**src/rtl/video_mono_tint_fader_if.sv**
```systemverilog
// Pixel/control bundle for video_mono_tint_fader: the master drives luma and
// mode controls, the slave returns tinted RGB plus fade status.
interface video_mono_tint_fader_if;
  logic       ce_pix;
  logic       vsync;
  logic [2:0] gfx_mode;
  logic [7:0] luma;
  logic [7:0] R_OUT;
  logic [7:0] G_OUT;
  logic [7:0] B_OUT;
  logic [2:0] active_mode;
  logic       busy;

  modport master (
    output ce_pix, vsync, gfx_mode, luma,
    input  R_OUT, G_OUT, B_OUT, active_mode, busy
  );

  modport slave (
    input  ce_pix, vsync, gfx_mode, luma,
    output R_OUT, G_OUT, B_OUT, active_mode, busy
  );
endinterface

```
**src/rtl/video_mono_tint_fader.sv**
```systemverilog
// Monochrome-to-tinted-RGB converter with a frame-paced fade between tints.
// Define MONO_FADE_EN to build the fade FSM; otherwise tints switch on the next vsync.
module video_mono_tint_fader #(
  parameter int unsigned STEP_FRAMES = 2
) (
  input  logic                   clk_vid,
  input  logic                   reset_n,
  video_mono_tint_fader_if.slave vif
);

  localparam int         CH_R     = 2;
  localparam int         CH_G     = 1;
  localparam int         CH_B     = 0;
  localparam logic [4:0] LVL_FULL = 5'd16;

  logic            vsync_q;
  logic            frame_tick;
  logic [2:0]      active_mode_q;
  logic [2:0]      active_mode_d;
  logic [4:0]      lvl;
  logic            busy;
  logic [7:0]      luma_half;
  logic [7:0]      luma_f8;
  logic [7:0]      luma_f15;
  logic [2:0][7:0] tint_d;
  logic [2:0][7:0] tint_q;
  logic [2:0][7:0] scaled;
  logic [2:0][7:0] pix_q;

  // An out-of-range STEP_FRAMES shows up as this marker in the elaborated hierarchy.
  if (STEP_FRAMES == 0 || STEP_FRAMES > 15) begin : g_step_frames_illegal
  end

  always_ff @(posedge clk_vid or negedge reset_n) begin
    if (!reset_n) begin
      vsync_q <= 1'b0;
    end else begin
      vsync_q <= vif.vsync;
    end
  end

  assign frame_tick = vif.vsync & ~vsync_q;

  always_ff @(posedge clk_vid or negedge reset_n) begin
    if (!reset_n) begin
      active_mode_q <= 3'b000;
    end else begin
      active_mode_q <= active_mode_d;
    end
  end

  // Floors keep dark pixels visibly tinted instead of collapsing to black.
  assign luma_half = {1'b0, vif.luma[7:1]};
  assign luma_f8   = (vif.luma < 8'h08) ? 8'h08 : vif.luma;
  assign luma_f15  = (vif.luma < 8'h0F) ? 8'h0F : vif.luma;

  always_comb begin
    tint_d = {vif.luma, vif.luma, vif.luma};
    case (active_mode_q)
      3'b001:  tint_d = {8'h00,     luma_f15,  8'h01};
      3'b010:  tint_d = {luma_f8,   luma_half, 8'h01};
      3'b100:  tint_d = {luma_f8,   8'h00,     8'h01};
      3'b101:  tint_d = {8'h00,     luma_half, luma_f8};
      3'b110:  tint_d = {luma_f8,   8'h00,     luma_half};
      3'b111:  tint_d = {luma_half, 8'h00,     luma_f8};
      default: tint_d = {vif.luma,  vif.luma,  vif.luma};
    endcase
  end

  // lvl tops out at 16, so 255*16 still fits in 12 bits and >>4 returns c unchanged.
  for (genvar gi = 0; gi < 3; gi++) begin : g_scale
    logic [11:0] product;
    assign product    = 12'(tint_q[gi]) * 12'(lvl);
    assign scaled[gi] = 8'(product >> 4);
  end

  always_ff @(posedge clk_vid or negedge reset_n) begin
    if (!reset_n) begin
      tint_q <= '0;
      pix_q  <= '0;
    end else if (vif.ce_pix) begin
      tint_q <= tint_d;
      pix_q  <= scaled;
    end
  end

  assign vif.R_OUT       = pix_q[CH_R];
  assign vif.G_OUT       = pix_q[CH_G];
  assign vif.B_OUT       = pix_q[CH_B];
  assign vif.active_mode = active_mode_q;
  assign vif.busy        = busy;

`ifdef MONO_FADE_EN
  typedef enum logic [1:0] {
    IDLE,
    FADE_OUT,
    SWITCH,
    FADE_IN
  } state_t;

  localparam logic [3:0] STEP_CNT = 4'(STEP_FRAMES);

  state_t     state_q;
  state_t     state_d;
  logic [4:0] lvl_q;
  logic [4:0] lvl_d;
  logic [3:0] frame_cnt_q;
  logic [3:0] frame_cnt_d;
  logic       fade_step;

  always_ff @(posedge clk_vid or negedge reset_n) begin
    if (!reset_n) begin
      state_q     <= IDLE;
      lvl_q       <= LVL_FULL;
      frame_cnt_q <= 4'd0;
    end else begin
      state_q     <= state_d;
      lvl_q       <= lvl_d;
      frame_cnt_q <= frame_cnt_d;
    end
  end

  // Frames are only paced while a fade is in flight; the counter keeps
  // running across a direction reversal.
  always_comb begin
    frame_cnt_d = frame_cnt_q;
    fade_step   = 1'b0;
    if (state_q == FADE_OUT || state_q == FADE_IN) begin
      if (frame_tick) begin
        if (frame_cnt_q + 4'd1 == STEP_CNT) begin
          frame_cnt_d = 4'd0;
          fade_step   = 1'b1;
        end else begin
          frame_cnt_d = frame_cnt_q + 4'd1;
        end
      end
    end else begin
      frame_cnt_d = 4'd0;
    end
  end

  // Reversal checks take priority, so a step landing on a reversal is dropped.
  always_comb begin
    state_d       = state_q;
    lvl_d         = lvl_q;
    active_mode_d = active_mode_q;
    case (state_q)
      IDLE: begin
        lvl_d = LVL_FULL;
        if (vif.gfx_mode != active_mode_q) begin
          state_d = FADE_OUT;
        end
      end
      FADE_OUT: begin
        if (vif.gfx_mode == active_mode_q) begin
          state_d = FADE_IN;
        end else if (lvl_q == 5'd0) begin
          state_d = SWITCH;
        end else if (fade_step) begin
          lvl_d = lvl_q - 5'd1;
        end
      end
      SWITCH: begin
        active_mode_d = vif.gfx_mode;
        state_d       = FADE_IN;
      end
      FADE_IN: begin
        if (vif.gfx_mode != active_mode_q) begin
          state_d = FADE_OUT;
        end else if (lvl_q >= LVL_FULL) begin
          state_d = IDLE;
        end else if (fade_step) begin
          lvl_d = lvl_q + 5'd1;
        end
      end
      default: begin
        state_d = IDLE;
      end
    endcase
  end

  assign lvl  = lvl_q;
  assign busy = (state_q != IDLE);
`else
  assign active_mode_d = frame_tick ? vif.gfx_mode : active_mode_q;
  assign lvl           = LVL_FULL;
  assign busy          = 1'b0;
`endif

endmodule

```
**src/flat_wrapper.sv**
```systemverilog
// flat-port wrapper written by rule: the top's interface ports become plain ports
module video_mono_tint_fader_flat 
#(
  parameter int unsigned STEP_FRAMES = 2
)
  (clk_vid, reset_n, vif_ce_pix, vif_vsync, vif_gfx_mode, vif_luma, vif_R_OUT, vif_G_OUT, vif_B_OUT, vif_active_mode, vif_busy);
  video_mono_tint_fader_if vif_i ();
  input  logic clk_vid;
  input  logic reset_n;
  input wire logic [$bits(vif_i.ce_pix)-1:0] vif_ce_pix;
  input wire logic [$bits(vif_i.vsync)-1:0] vif_vsync;
  input wire logic [$bits(vif_i.gfx_mode)-1:0] vif_gfx_mode;
  input wire logic [$bits(vif_i.luma)-1:0] vif_luma;
  output wire logic [$bits(vif_i.R_OUT)-1:0] vif_R_OUT;
  output wire logic [$bits(vif_i.G_OUT)-1:0] vif_G_OUT;
  output wire logic [$bits(vif_i.B_OUT)-1:0] vif_B_OUT;
  output wire logic [$bits(vif_i.active_mode)-1:0] vif_active_mode;
  output wire logic [$bits(vif_i.busy)-1:0] vif_busy;
  assign vif_i.ce_pix = vif_ce_pix;
  assign vif_i.vsync = vif_vsync;
  assign vif_i.gfx_mode = vif_gfx_mode;
  assign vif_i.luma = vif_luma;
  assign vif_R_OUT = vif_i.R_OUT;
  assign vif_G_OUT = vif_i.G_OUT;
  assign vif_B_OUT = vif_i.B_OUT;
  assign vif_active_mode = vif_i.active_mode;
  assign vif_busy = vif_i.busy;
  video_mono_tint_fader #(.STEP_FRAMES(STEP_FRAMES)) u_core (.clk_vid(clk_vid), .reset_n(reset_n), .vif(vif_i));
endmodule
```
**config.mk**
```make
export PLATFORM = sky130hd
export DESIGN_NAME = video_mono_tint_fader_flat
export DESIGN_NICKNAME = d
export VERILOG_FILES = /design/src/rtl/video_mono_tint_fader_if.sv /design/src/rtl/video_mono_tint_fader.sv /design/src/flat_wrapper.sv
export SDC_FILE = /design/constraint.sdc
export NUM_CORES = 1
export LEC_CHECK = 0
export ABC_CLOCK_PERIOD_IN_PS = 3050
export CORE_MARGIN = 2
export CORE_UTILIZATION = 40
export DETAILED_ROUTE_END_ITERATION = 10
export PLACE_DENSITY = 0.69
export SETUP_SLACK_MARGIN = 0.15
export SYNTH_ARGS = -nofsm -noshare
export SYNTH_HDL_FRONTEND = slang
export SYNTH_SLANG_ARGS = --single-unit
```
**constraint.sdc**
```tcl
create_clock -name clk_vid -period 3.05 [get_ports clk_vid]
set_clock_uncertainty 0.15 [all_clocks]
set_input_delay 0.61 -clock clk_vid [delete_from_list [all_inputs] [get_ports clk_vid]]
set_output_delay 0.61 -clock clk_vid [all_outputs]
set_load 0.005 [all_outputs]
```
==> implementation parameters, run 1 <==
Parameter                              Value

Detailed routing
  Met1 layer wirelength in the final routing ... 2180 um
  1st-iter DRT viols ... 96
  Highest routing layer actually used ... met4
  Detailed-route DRC error count ... 0
  Via-to-Cell Ratio ... about 5.2
  Antenna viol nets, final ... 0
  Routed vias ... 1622
  Final wirelength ... 4420 um
  Routed wire length on met2 ... between 1500 and 2000 um
  Final routed wire length divided by cell count ... 14.1 um
  Pre-antenna DRT Iters ... 4
  DR WL met3 ... approximately 180 um

STA
  Setup repair after global routing missed its margin ... false
  Final critical-path share of the clock period ... about three quarters
  Highest clock rate ... around 450 MHz
  Setup Total Neg Slack ... 0 ps
  Min Clock Period, post-route ... 2240 ps
  Final hold violation count ... 0
  Max-slew violation count ... 0
  Transition at the pin with the smallest max-transition slack ... 572 ps
  Final setup vio count ... 0
  Max transition margin ... about three fifths

Worst setup path
  Cells traversed along the worst timing path ... clkdlybuf4s50_1
  Required time reported for the critical path endpoint ... 2290 ps
  Kind of cell with the highest combined delay on the critical path ... buffers and inverters
  Maximum net fanout on the critical path ... 14
  Startpoint type of the worst setup path ... flop
  Type of element capturing the critical path ... output pin
  CP max stage delay ... 600 ps
  Master of the slowest instance on the critical path ... clkdlybuf4s50_1
  Arrival time reported for the critical path endpoint ... 1480 ps
  Critical path buffers and inverters ... 1
  Setup CP Type ... flop to output pin

Synthesis
  Sequential cell area fraction in the yosys report ... between 50% and 60%
  Register bit total from synthesis ... 52
  Cell count after synthesis ... 201
  Top_reg_cell synth ... dfrtp_1
  Cell area after technology mapping ... 2300 sq um
  Syn nets ... 216
  Number of unique standard cell types used by synthesis ... 37
  Fraction of registers with async set/reset ... 100%
  Per-instance average area after synthesis ... between 10 and 15 sq um
  Post-synth EDFFs ... 0
  Total of warnings raised by yosys ... 0

Pwr
  Areal power density over the cells ... 606 nW/um^2
  Maximum vdd drop ... 228 uV
  Cell leakage power ... ~1.2 nW
  Pwr Total ... 1.74 mW

CTS
  Number of gates given a new drive strength after cts ... 0
  Clock tree root driver cell ... clkbuf_8
  Number of buffers added to fix hold violations after cts ... 0
  Clk sink count ... 52
  Clock-pin transition on the worst setup and hold timing paths ... 90 ps
  Latest clock arrival within the worst-skew pair ... 300 ps
  Clock Path Buffers ... 2
  Cts bufs inserted ... 5
  Htree depth ... 2
  Post-CTS setup-driven buffer insertion count ... 0
  CTS tree ... done

Floorplan
  Die outline area ... 6380 sq um
  Initial core utilization ... 41.6%
  Area of the core ... between 5000 and 6000 sq um
  Die Y ... about 80 um
  Boundary pin count ... 43
  Horizontal die dimension ... 79.9 um
  Row count ... 27

Finish
  Total Nets Final ... between 200 and 300
  Fraction of final layout cells sized beyond drive strength 1 ... 19.0%
  Number of fill cells ... a little over 500
  Area added between synthesis and finish ... 24.6%
  Antenna diodes ... 0

Flow run
  Max-cap violation count ... 0

Hold path
  Kind of path behind the tightest hold check ... input port to asynchronous set/reset pin

Global route
  Total routing usage reported by global routing ... about 15%
  Vias in the first global route ... 1502
  Antenna violations before repair ... 0
  Global-route wire length before repair ... 7420 um
  Grt total ovfl ... 0
  Maximum number of pins on one net before global-route repair ... 76

Status
  Status ... complete, no violations

Placement
  Count of input and output buffers ... 41
  Final weighted congestion of routability-driven global placement ... 0.771
  Detailed placer's ending HPWL ... a little over 3000 um
layout make-up:
| type | count | area (sq um) | area share (%) |
|---|---|---|---|
| clock inverters | 1 | 7.51 | 0.262 |
| repair buffers | 44 | 435 | 15.2 |
| inverters | 8 | 30.0 | 1.05 |
| clock buffers | 7 | 86.3 | 3.01 |
| flip-flops and latches | 52 | 1300 | 45.4 |
| multi-input cells | 130 | 917 | 32.0 |
| well taps | 72 | 90.1 | 3.14 |
registers in the layout, indices dropped and copies added (netlist names):
register and count:
u_core.tint_q 24, u_core.vif.B_OUT 8, u_core.vif.G_OUT 8, u_core.vif.R_OUT 8
u_core.vif.active_mode 3, u_core.vsync_q 1
final timing paths:
| path | start | endpoint | slack, ps | cells past startpoint |
|---|---|---|---|---|
| worst max-delay path | u_core.vif.active_mode[0]$_DFFE_PN0P_ | vif_active_mode[0] | 810 | 1 |
| worst min-delay path | reset_n | u_core.vif.B_OUT[2]$_DFFE_PN0P_ | 140 | 1 |
| worst max register to register | u_core.vif.active_mode[0]$_DFFE_PN0P_ | u_core.tint_q[12]$_DFFE_PN0P_ | 1310 | 4 |
| worst min register to register | u_core.vif.B_OUT[2]$_DFFE_PN0P_ | u_core.vif.B_OUT[2]$_DFFE_PN0P_ | 360 | 1 |
| max in group asynchronous | reset_n | u_core.vif.B_OUT[5]$_DFFE_PN0P_ | 1970 | 2 |
| min in group clk_vid | u_core.vif.B_OUT[2]$_DFFE_PN0P_ | u_core.vif.B_OUT[2]$_DFFE_PN0P_ | 360 | 1 |
power by group:
| group | total [mW] | internal (mW) | leakage, nW | switching [mW] |
|---|---|---|---|---|
| logic | 0.440 | 0.264 | 0.509 | 0.177 |
| registers | 0.894 | 0.815 | 0.623 | 0.0790 |
| clock network | 0.403 | 0.185 | 0.0445 | 0.219 |
| total | 1.74 | 1.26 | 1.18 | 0.474 |
layout by cell type (no fill, tap or decap), types with 6 or more instances in the layout:
| cell | Yosys | routed |
|---|---|---|
| a21oi_1 | 14 | 14 |
| a22oi_1 | 11 | 11 |
| clkbuf_8 | 0 | 6 |
| clkdlybuf4s50_1 | 0 | 39 |
| dfrtp_1 | 52 | 52 |
| inv_1 | 7 | 7 |
| mux2_2 | 26 | 26 |
| nand3_1 | 11 | 11 |
| nor2_1 | 22 | 22 |
worst reg2reg max path, stage by stage (launching register included):
cell,delay [ps]
dfrtp_1,590
and2b_4,260
mux2_4,310
a22oi_1,210
a21oi_1,90
stage by stage:
step	instance area, sq um	worst slack (ps)	std cells	util [%]	hold slack (ps)
floorplan	2300	1490	201	-	164
global placement	2770	809	306	50.1	337
detailed placement	2770	767	306	50.1	342
CTS	2870	791	314	51.8	159
global route	2870	722	314	51.8	179
finish	2870	805	314	51.8	142
Yosys cell counts, drive strengths merged, types with 2 or more instances:
cell type,n,share of area (%)
dfrtp,52,57
mux2,27,13
nor2,24,4.1
a21oi,14,3.0
a22oi,11,3.6
nand3,11,2.4
buf,9,2.0
inv,8,1.3
o21ai,6,1.3
a21boi,5,1.6
o211ai,5,1.6
nand2,4,0.65
nor2b,3,0.82
o221ai,3,1.1
a32oi,2,0.76
clkbuf,2,0.33
nand3b,2,0.65
nor3,2,0.65
layer usage:
metal  track usage, %  up-vias
met4             7.29        0
met3             3.73        9
met1             22.0      759
met2             21.2       46
met5                0        -
li1                 -      808
cells by family after synthesis:
kind of cell | synth area share, %
AO/OA/AOI/OAI | 13.8
XOR/XNOR | 0.381
buffers and inverters | 3.64
flip-flops | 56.5
multiplexers | 13.4
other | 0.163
AND/OR/NAND/NOR | 12.2
Power figures use the tool's default switching activity.
==> run 2: changes to the inputs <==
--- a/config.mk
+++ b/config.mk
@@ -5,7 +5,7 @@
 export SDC_FILE = /design/constraint.sdc
 export NUM_CORES = 1
 export LEC_CHECK = 0
-export ABC_CLOCK_PERIOD_IN_PS = 3050
+export ABC_CLOCK_PERIOD_IN_PS = 2200
 export CORE_MARGIN = 2
 export CORE_UTILIZATION = 40
 export DETAILED_ROUTE_END_ITERATION = 10
==> constraint.sdc (replaced) <==
create_clock -name clk_vid -period 2.2 [get_ports clk_vid]
set_clock_uncertainty 0.15 [all_clocks]
set_input_delay 0.44 -clock clk_vid [delete_from_list [all_inputs] [get_ports clk_vid]]
set_output_delay 0.44 -clock clk_vid [all_outputs]
set_load 0.005 [all_outputs]
==> run 2 against run 1 <==
Critical path depth unchanged. Non-clock buffer count up 8. Worst setup slack worse by 570 ps. Via count up 2.0%. Utilization up 1.3 points. Combinational power up 42%.
==> implementation parameters, run 2 (synthesis gave the netlist of run 1 again) <==
Parameter                              Value

Worst setup path
  Maximum net fanout on the critical path ... 8 (was 14)
  End of the worst register-to-register path ... u_core.tint_q[4]$_DFFE_PN0P_ (was u_core.tint_q[12]$_DFFE_PN0P_)
  CP max stage delay ... 570 ps (was 600 ps)
  Cells traversed along the worst timing path ... clkdlybuf4s50_1 (unchanged)
  Register-to-register setup slack ... 590 ps (was 1310 ps)
  Setup CP Type ... flop to output pin (unchanged)
  Worst Reg2Reg Path Length in Cells ... 5 (was 4)
  Type of element capturing the critical path ... output pin (unchanged)
  Arrival time reported for the critical path endpoint ... 1370 ps (was 1480 ps)
  Critical path buffers and inverters ... 1 (unchanged)
  Crit Reg-Reg Startpoint ... u_core.vif.active_mode[2]$_DFFE_PN0P_ (was u_core.vif.active_mode[0]$_DFFE_PN0P_)
  Kind of cell with the highest combined delay on the critical path ... buffers and inverters (unchanged)
  Startpoint type of the worst setup path ... flop (unchanged)
  Required time reported for the critical path endpoint ... 1610 ps (was 2290 ps)
  Master of the slowest instance on the critical path ... clkdlybuf4s50_1 (unchanged)

Global route
  Maximum number of pins on one net before global-route repair ... 43 (was 76)
  Global-route wire length before repair ... 7360 um (was 7420 um)
  Grt total ovfl ... 0 (unchanged)
  Total routing usage reported by global routing ... 15.1% (was 15.2%)
  Vias in the first global route ... 1551 (was 1502)
  Antenna violations before repair ... 0 (unchanged)

Placement
  Detailed placer's ending HPWL ... 3150 um (was 3120 um)
  Final weighted congestion of routability-driven global placement ... 0.743 (was 0.771)
  Count of input and output buffers ... 41 (unchanged)
  Cell Count Post-Placement ... 313 (was 306)

Hold path
  Kind of path behind the tightest hold check ... flop to flop (was input port to asynchronous set/reset pin)
  Beginning of the worst hold path ... u_core.vif.B_OUT[1]$_DFFE_PN0P_
  Worst hold path endpoint ... u_core.vif.B_OUT[1]$_DFFE_PN0P_
  Hold Crit Depth ... 1

CTS
  Htree depth ... 2 (unchanged)
  Clock Path Buffers ... 2 (unchanged)
  Clk sink count ... 52 (unchanged)
  Post-CTS setup-driven buffer insertion count ... 0 (unchanged)
  CTS tree ... done (unchanged)
  Clock-pin transition on the worst setup and hold timing paths ... 90 ps (about the same)
  Cts bufs inserted ... 5 (unchanged)
  Latest clock arrival within the worst-skew pair ... 310 ps (was 300 ps)
  Clock tree root driver cell ... clkbuf_8 (unchanged)

Detailed routing
  Antenna viol nets, final ... 0 (unchanged)
  Final routed wire length divided by cell count ... 13.4 um (was 14.1 um)
  Detailed-route DRC error count ... 0 (unchanged)
  Pre-antenna DRT Iters ... 4 (unchanged)
  1st-iter DRT viols ... 86 (was 96)
  Via-to-Cell Ratio ... 5.14 (was 5.17)
  Routed vias ... 1655 (was 1622)
  Final wirelength ... 4310 um (was 4420 um)

Finish
  Filler-free cell count of the finished design ... 322 (was 314)
  Total Nets Final ... 264 (was 256)
  Register bank with the most flops ... u_core.tint_q (unchanged)
  Most common cell after layout, fill and taps aside ... dfrtp_1 (unchanged)
  Flip-flop count of the largest register, all copies and words added ... 24 (unchanged)
  Number of fill cells ... 523 (was 507)
  Area added between synthesis and finish ... 27.6% (was 24.6%)
  Fraction of final layout cells sized beyond drive strength 1 ... 22.0% (was 19.0%)
  Antenna diodes ... 0 (unchanged)
  Post-layout utilization of the core ... 53.0% (was 51.8%)
  Leading cell types in the layout, fill and taps excluded ... dfrtp_1, clkdlybuf4s50_1, mux2_2, nor2_1, a21oi_1 (unchanged)

Floorplan
  Initial core utilization ... 41.6% (unchanged)
  Horizontal die dimension ... 79.9 um (unchanged)
  Die Y ... 79.9 um (unchanged)
  Area of the core ... 5540 sq um (unchanged)
  Row count ... 27 (unchanged)
  Die outline area ... 6380 sq um (unchanged)
  Boundary pin count ... 43 (unchanged)

STA
  Final critical-path share of the clock period ... 89.3%
  Final setup vio count ... 0 (unchanged)
  Min Clock Period, post-route ... 1960 ps
  Setup repair after global routing missed its margin ... false (unchanged)
  Setup Total Neg Slack ... 0 ps (unchanged)
  Highest clock rate ... 509 MHz
  Max transition margin ... 66.0% (was 61.9%)
  Transition at the pin with the smallest max-transition slack ... 510 ps (was 572 ps)
  Max-slew violation count ... 0 (unchanged)
  Final hold violation count ... 0 (unchanged)

Pwr
  Pwr Total ... 2.40 mW (was 1.74 mW)
  Cell leakage power ... 1.22 nW (was 1.18 nW)
  Maximum vdd drop ... 358 uV (was 228 uV)
  Areal power density over the cells ... 816 nW/um^2 (was 606 nW/um^2)

Flow run
  Max-cap violation count ... 0 (unchanged)

Status
  Status ... complete, no violations (unchanged)
## run 2: final cells by class
| class | instances | area (sq um) | share of cell area (%) |
|---|---|---|---|
| clock inverter | 3 | 18.8 | 0.639 |
| inverter | 8 | 30.0 | 1.02 |
| tap | 72 | 90.1 | 3.07 |
| sequential | 52 | 1300 | 44.3 |
| timing repair buffer | 52 | 510 | 17.4 |
| multi-input combinational | 130 | 917 | 31.2 |
| clock buffer | 5 | 68.8 | 2.34 |
## run 2: report_power, final
group | switching (mW) | internal (mW) | leakage [nW] | total [mW]
combinational | 0.247 | 0.380 | 0.551 | 0.627
clock | 0.316 | 0.222 | 0.0479 | 0.539
sequential | 0.100 | 1.13 | 0.622 | 1.23
## run 2: worst max-delay path by stage
| stage | slack [ps] | end | cells past startpoint | start |
|---|---|---|---|---|
| 2_1_floorplan | 730 | u_core.tint_q[12]$_DFFE_PN0P_ | 4 | u_core.vif.active_mode[1]$_DFFE_PN0P_ |
| 3_3_place_gp | 210 | u_core.tint_q[17]$_DFFE_PN0P_ | 5 | vif_luma[6] |
| 3_5_place_dp | 180 | u_core.tint_q[10]$_DFFE_PN0P_ | 5 | vif_luma[6] |
| 4_1_cts | 220 | vif_active_mode[1] | 1 | u_core.vif.active_mode[1]$_DFFE_PN0P_ |
| 5_1_grt | 170 | vif_active_mode[1] | 1 | u_core.vif.active_mode[1]$_DFFE_PN0P_ |
| 6_report | 240 | vif_active_mode[1] | 1 | u_core.vif.active_mode[1]$_DFFE_PN0P_ |
## run 2: timing repair
action	CTS	global route
setup endpoints to repair	1	0
gates resized for setup	1	0
hold buffers	1	0
hold endpoints to repair	20	0
## run 2: routing by layer
layer | GRT usage [%] | vias to the layer above | wire [um]
met5 | 0 | - | 0
met4 | 6.61 | 0 | 83
met3 | 3.73 | 5 | 122
met2 | 22.6 | 32 | 1980
met1 | 20.8 | 795 | 2130
li1 | - | 823 | -
## run 2: through the flow
stage	setup WS (ps)	area (sq um)	hold slack, ps
detailed placement	177	2840	299
global placement	211	2840	295
CTS	219	2940	366
finish	236	2940	361
floorplan	733	2300	-5.59
global route	174	2940	379
==> run 3: changes to the inputs <==
--- a/config.mk
+++ b/config.mk
@@ -5,7 +5,7 @@
 export SDC_FILE = /design/constraint.sdc
 export NUM_CORES = 1
 export LEC_CHECK = 0
-export ABC_CLOCK_PERIOD_IN_PS = 2200
+export ABC_CLOCK_PERIOD_IN_PS = 2050
 export CORE_MARGIN = 2
 export CORE_UTILIZATION = 40
 export DETAILED_ROUTE_END_ITERATION = 10
==> constraint.sdc (replaced) <==
create_clock -name clk_vid -period 2.05 [get_ports clk_vid]
set_clock_uncertainty 0.15 [all_clocks]
set_input_delay 0.41 -clock clk_vid [delete_from_list [all_inputs] [get_ports clk_vid]]
set_output_delay 0.41 -clock clk_vid [all_outputs]
set_load 0.005 [all_outputs]
==> run 3 against run 2 <==
Register-to-register slack got worse by 230 ps. Final cell count unchanged. Utilization increased by 0.93 points. Highest routed layer unchanged. Sequential power increased by 7%. Combinational power increased by 11%. First-iteration DRC count increased by 26%. Worst setup slack got worse by 19 ps. Routed wire length increased by 5.0%. Global-route usage increased by 0.18 points.
==> implementation parameters, run 3 (synthesis gave the netlist of run 1 again) <==
Parameter                              Value

CTS
  Clock-pin transition on the worst setup and hold timing paths ... 90 ps (about the same)
  Cts bufs inserted ... 5 (unchanged)
  Clk sink count ... 52 (unchanged)
  Latest clock arrival within the worst-skew pair ... 300 ps (was 310 ps)
  CTS tree ... done (unchanged)
  Clock Path Buffers ... 2 (unchanged)
  Htree depth ... 2 (unchanged)
  Clock tree root driver cell ... clkbuf_8 (unchanged)

Pwr
  Switching pwr ... 0.712 mW (was 0.664 mW)
  Internal portion of total power ... 2.11 mW (was 1.73 mW)
  Sequential power share ... 46.6% (was 51.4%)
  Relative contribution of combinational cells to total power ... 24.7% (was 26.2%)
  Pwr Total ... 2.82 mW (was 2.40 mW)
  Proportion of total power due to net switching ... 25.2% (was 27.7%)
  Share of total power in the clock network ... 28.7% (was 22.5%)
  Maximum vdd drop ... 426 uV (was 358 uV)
  Cell leakage power ... 1.24 nW (was 1.22 nW)
  Areal power density over the cells ... 944 nW/um^2 (was 816 nW/um^2)

Finish
  Antenna diodes ... 0 (unchanged)
  Filler-free cell count of the finished design ... 322 (unchanged)
  Post-layout utilization of the core ... 54.0% (was 53.0%)
  Leading cell types in the layout, fill and taps excluded ... dfrtp_1, clkdlybuf4s50_1, mux2_2, nor2_1, a21oi_1 (unchanged)
  Total Nets Final ... 265 (was 264)
  Most common cell after layout, fill and taps aside ... dfrtp_1 (unchanged)
  Flip-flop count of the largest register, all copies and words added ... 24 (unchanged)
  Post-Layout Inst Area ... 2990 sq um (was 2940 sq um)
  Register bank with the most flops ... u_core.tint_q (unchanged)
  Fraction of final layout cells sized beyond drive strength 1 ... 22.8% (was 22.0%)
  Area added between synthesis and finish ... 29.8% (was 27.6%)

STA
  Final hold violation count ... 0 (unchanged)
  Setup Total Neg Slack ... 0 ps (unchanged)
  Setup repair after global routing missed its margin ... false (unchanged)
  Max-slew violation count ... 0 (unchanged)
  Worst path setup slack after routing ... 216 ps (was 236 ps)
  Final setup vio count ... 0 (unchanged)
  Highest clock rate ... between 500 and 600 MHz
  Post-route worst hold slack ... 362 ps (was 361 ps)
  Min Clock Period, post-route ... 1830 ps
  Final critical-path share of the clock period ... about nine tenths

Global route
  Vias in the first global route ... 1599 (was 1551)
  Grt total ovfl ... 0 (unchanged)
  Total routing usage reported by global routing ... 15.3% (was 15.1%)
  Global-route wire length before repair ... 7560 um (was 7360 um)
  Antenna violations before repair ... 0 (unchanged)
  Maximum number of pins on one net before global-route repair ... 76 (was 43)

Detailed routing
  Final routed wire length divided by cell count ... 14.1 um (was 13.4 um)
  Via-to-Cell Ratio ... 5.12 (was 5.14)
  Antenna viol nets, final ... 0 (unchanged)
  Detailed-route DRC error count ... 0 (unchanged)
  Pre-antenna DRT Iters ... 4 (unchanged)
  Final wirelength ... 4530 um (was 4310 um)
  Routed vias ... 1648 (was 1655)
  1st-iter DRT viols ... 108 (was 86)

Floorplan
  Boundary pin count ... 43 (unchanged)
  Initial core utilization ... 41.6% (unchanged)
  Area of the core ... 5540 sq um (unchanged)
  Die Y ... 79.9 um (unchanged)
  Horizontal die dimension ... 79.9 um (unchanged)
  Die outline area ... 6380 sq um (unchanged)
  Row count ... 27 (unchanged)

Worst setup path
  Register-to-register setup slack ... 360 ps (was 590 ps)
  Master of the slowest instance on the critical path ... clkdlybuf4s50_1 (unchanged)
  Type of element capturing the critical path ... output pin (unchanged)
  Critical path buffers and inverters ... 1 (unchanged)
  Arrival time reported for the critical path endpoint ... 1270 ps (was 1370 ps)
  Setup CP Type ... flop to output pin (unchanged)
  Maximum net fanout on the critical path ... 7 (was 8)
  Startpoint type of the worst setup path ... flop (unchanged)
  Cells traversed along the worst timing path ... clkdlybuf4s50_1 (unchanged)
  CP max stage delay ... 530 ps (was 570 ps)
  Kind of cell with the highest combined delay on the critical path ... buffers and inverters (unchanged)
  Required time reported for the critical path endpoint ... 1490 ps (was 1610 ps)

Placement
  Worst slack after detailed placement ... 16.3 ps (was 177 ps)
  Cell Count Post-Placement ... 310 (was 313)
  Count of input and output buffers ... 41 (unchanged)
  Detailed placer's ending HPWL ... 3140 um (was 3150 um)
  Cell area reported after detailed placement ... 2820 sq um (was 2840 sq um)
  Final weighted congestion of routability-driven global placement ... 0.768 (was 0.743)

Hold path
  Kind of path behind the tightest hold check ... flop to flop (unchanged)

Status
  Status ... complete, no violations (unchanged)

Flow run
  Max-cap violation count ... 0 (unchanged)
==> run 3: cell types whose count changed in the layout (fill, tap and decap cells not counted), sizes merged <==
cell	delta
bufinv	+2
clkinv	-3
buf	+1
==> run 3: layout make-up <==
class	count	area, sq um
clock buffer	5	68.8
timing repair buffer	53	518
sequential	52	1310
tap	72	90.1
multi-input combinational	130	917
fill	503	2550
clock inverter	2	60.1
inverter	8	30.0
==> run 3: worst paths after layout <==
path	depth (start not counted)	to	from
max in group asynchronous	3	u_core.vif.G_OUT[7]$_DFFE_PN0P_	reset_n
min reg2reg	1	u_core.vif.G_OUT[5]$_DFFE_PN0P_	u_core.vif.G_OUT[5]$_DFFE_PN0P_
min in group asynchronous	2	u_core.vif.B_OUT[2]$_DFFE_PN0P_	reset_n
max	1	vif_active_mode[0]	u_core.vif.active_mode[0]$_DFFE_PN0P_
min	1	u_core.vif.G_OUT[5]$_DFFE_PN0P_	u_core.vif.G_OUT[5]$_DFFE_PN0P_
max reg2reg	5	u_core.tint_q[13]$_DFFE_PN0P_	u_core.vif.active_mode[0]$_DFFE_PN0P_
==> run 3: power groups by stage <==
stage | combinational, mW | clock, mW | sequential (mW)
2_1_floorplan | 0.326 | 0 | 1.33
3_3_place_gp | 0.655 | 0 | 1.35
3_5_place_dp | 0.668 | 0 | 1.35
4_1_cts | 0.686 | 0.818 | 1.33
5_1_grt | 0.770 | 0.868 | 1.34
6_report | 0.697 | 0.810 | 1.32
==> run 3: timing repair <==
| item | 4_1_cts | 5_1_grt |
|---|---|---|
| setup endpoints to repair | 3 | 2 |
| buffers inserted | 1 | 3 |
| hold endpoints to repair | 17 | 0 |
| gates cloned | 0 | 0 |
| hold buffers | 1 | 0 |
| resized for setup | 3 | 0 |
==> run 3: layer usage <==
layer	global-route usage, %	up-vias	share of wire, %
met3	3.73	4	4.7
met2	23.9	45	46
met1	20.4	784	47
met5	0	-	0
met4	6.27	0	1.6
li1	-	815	-
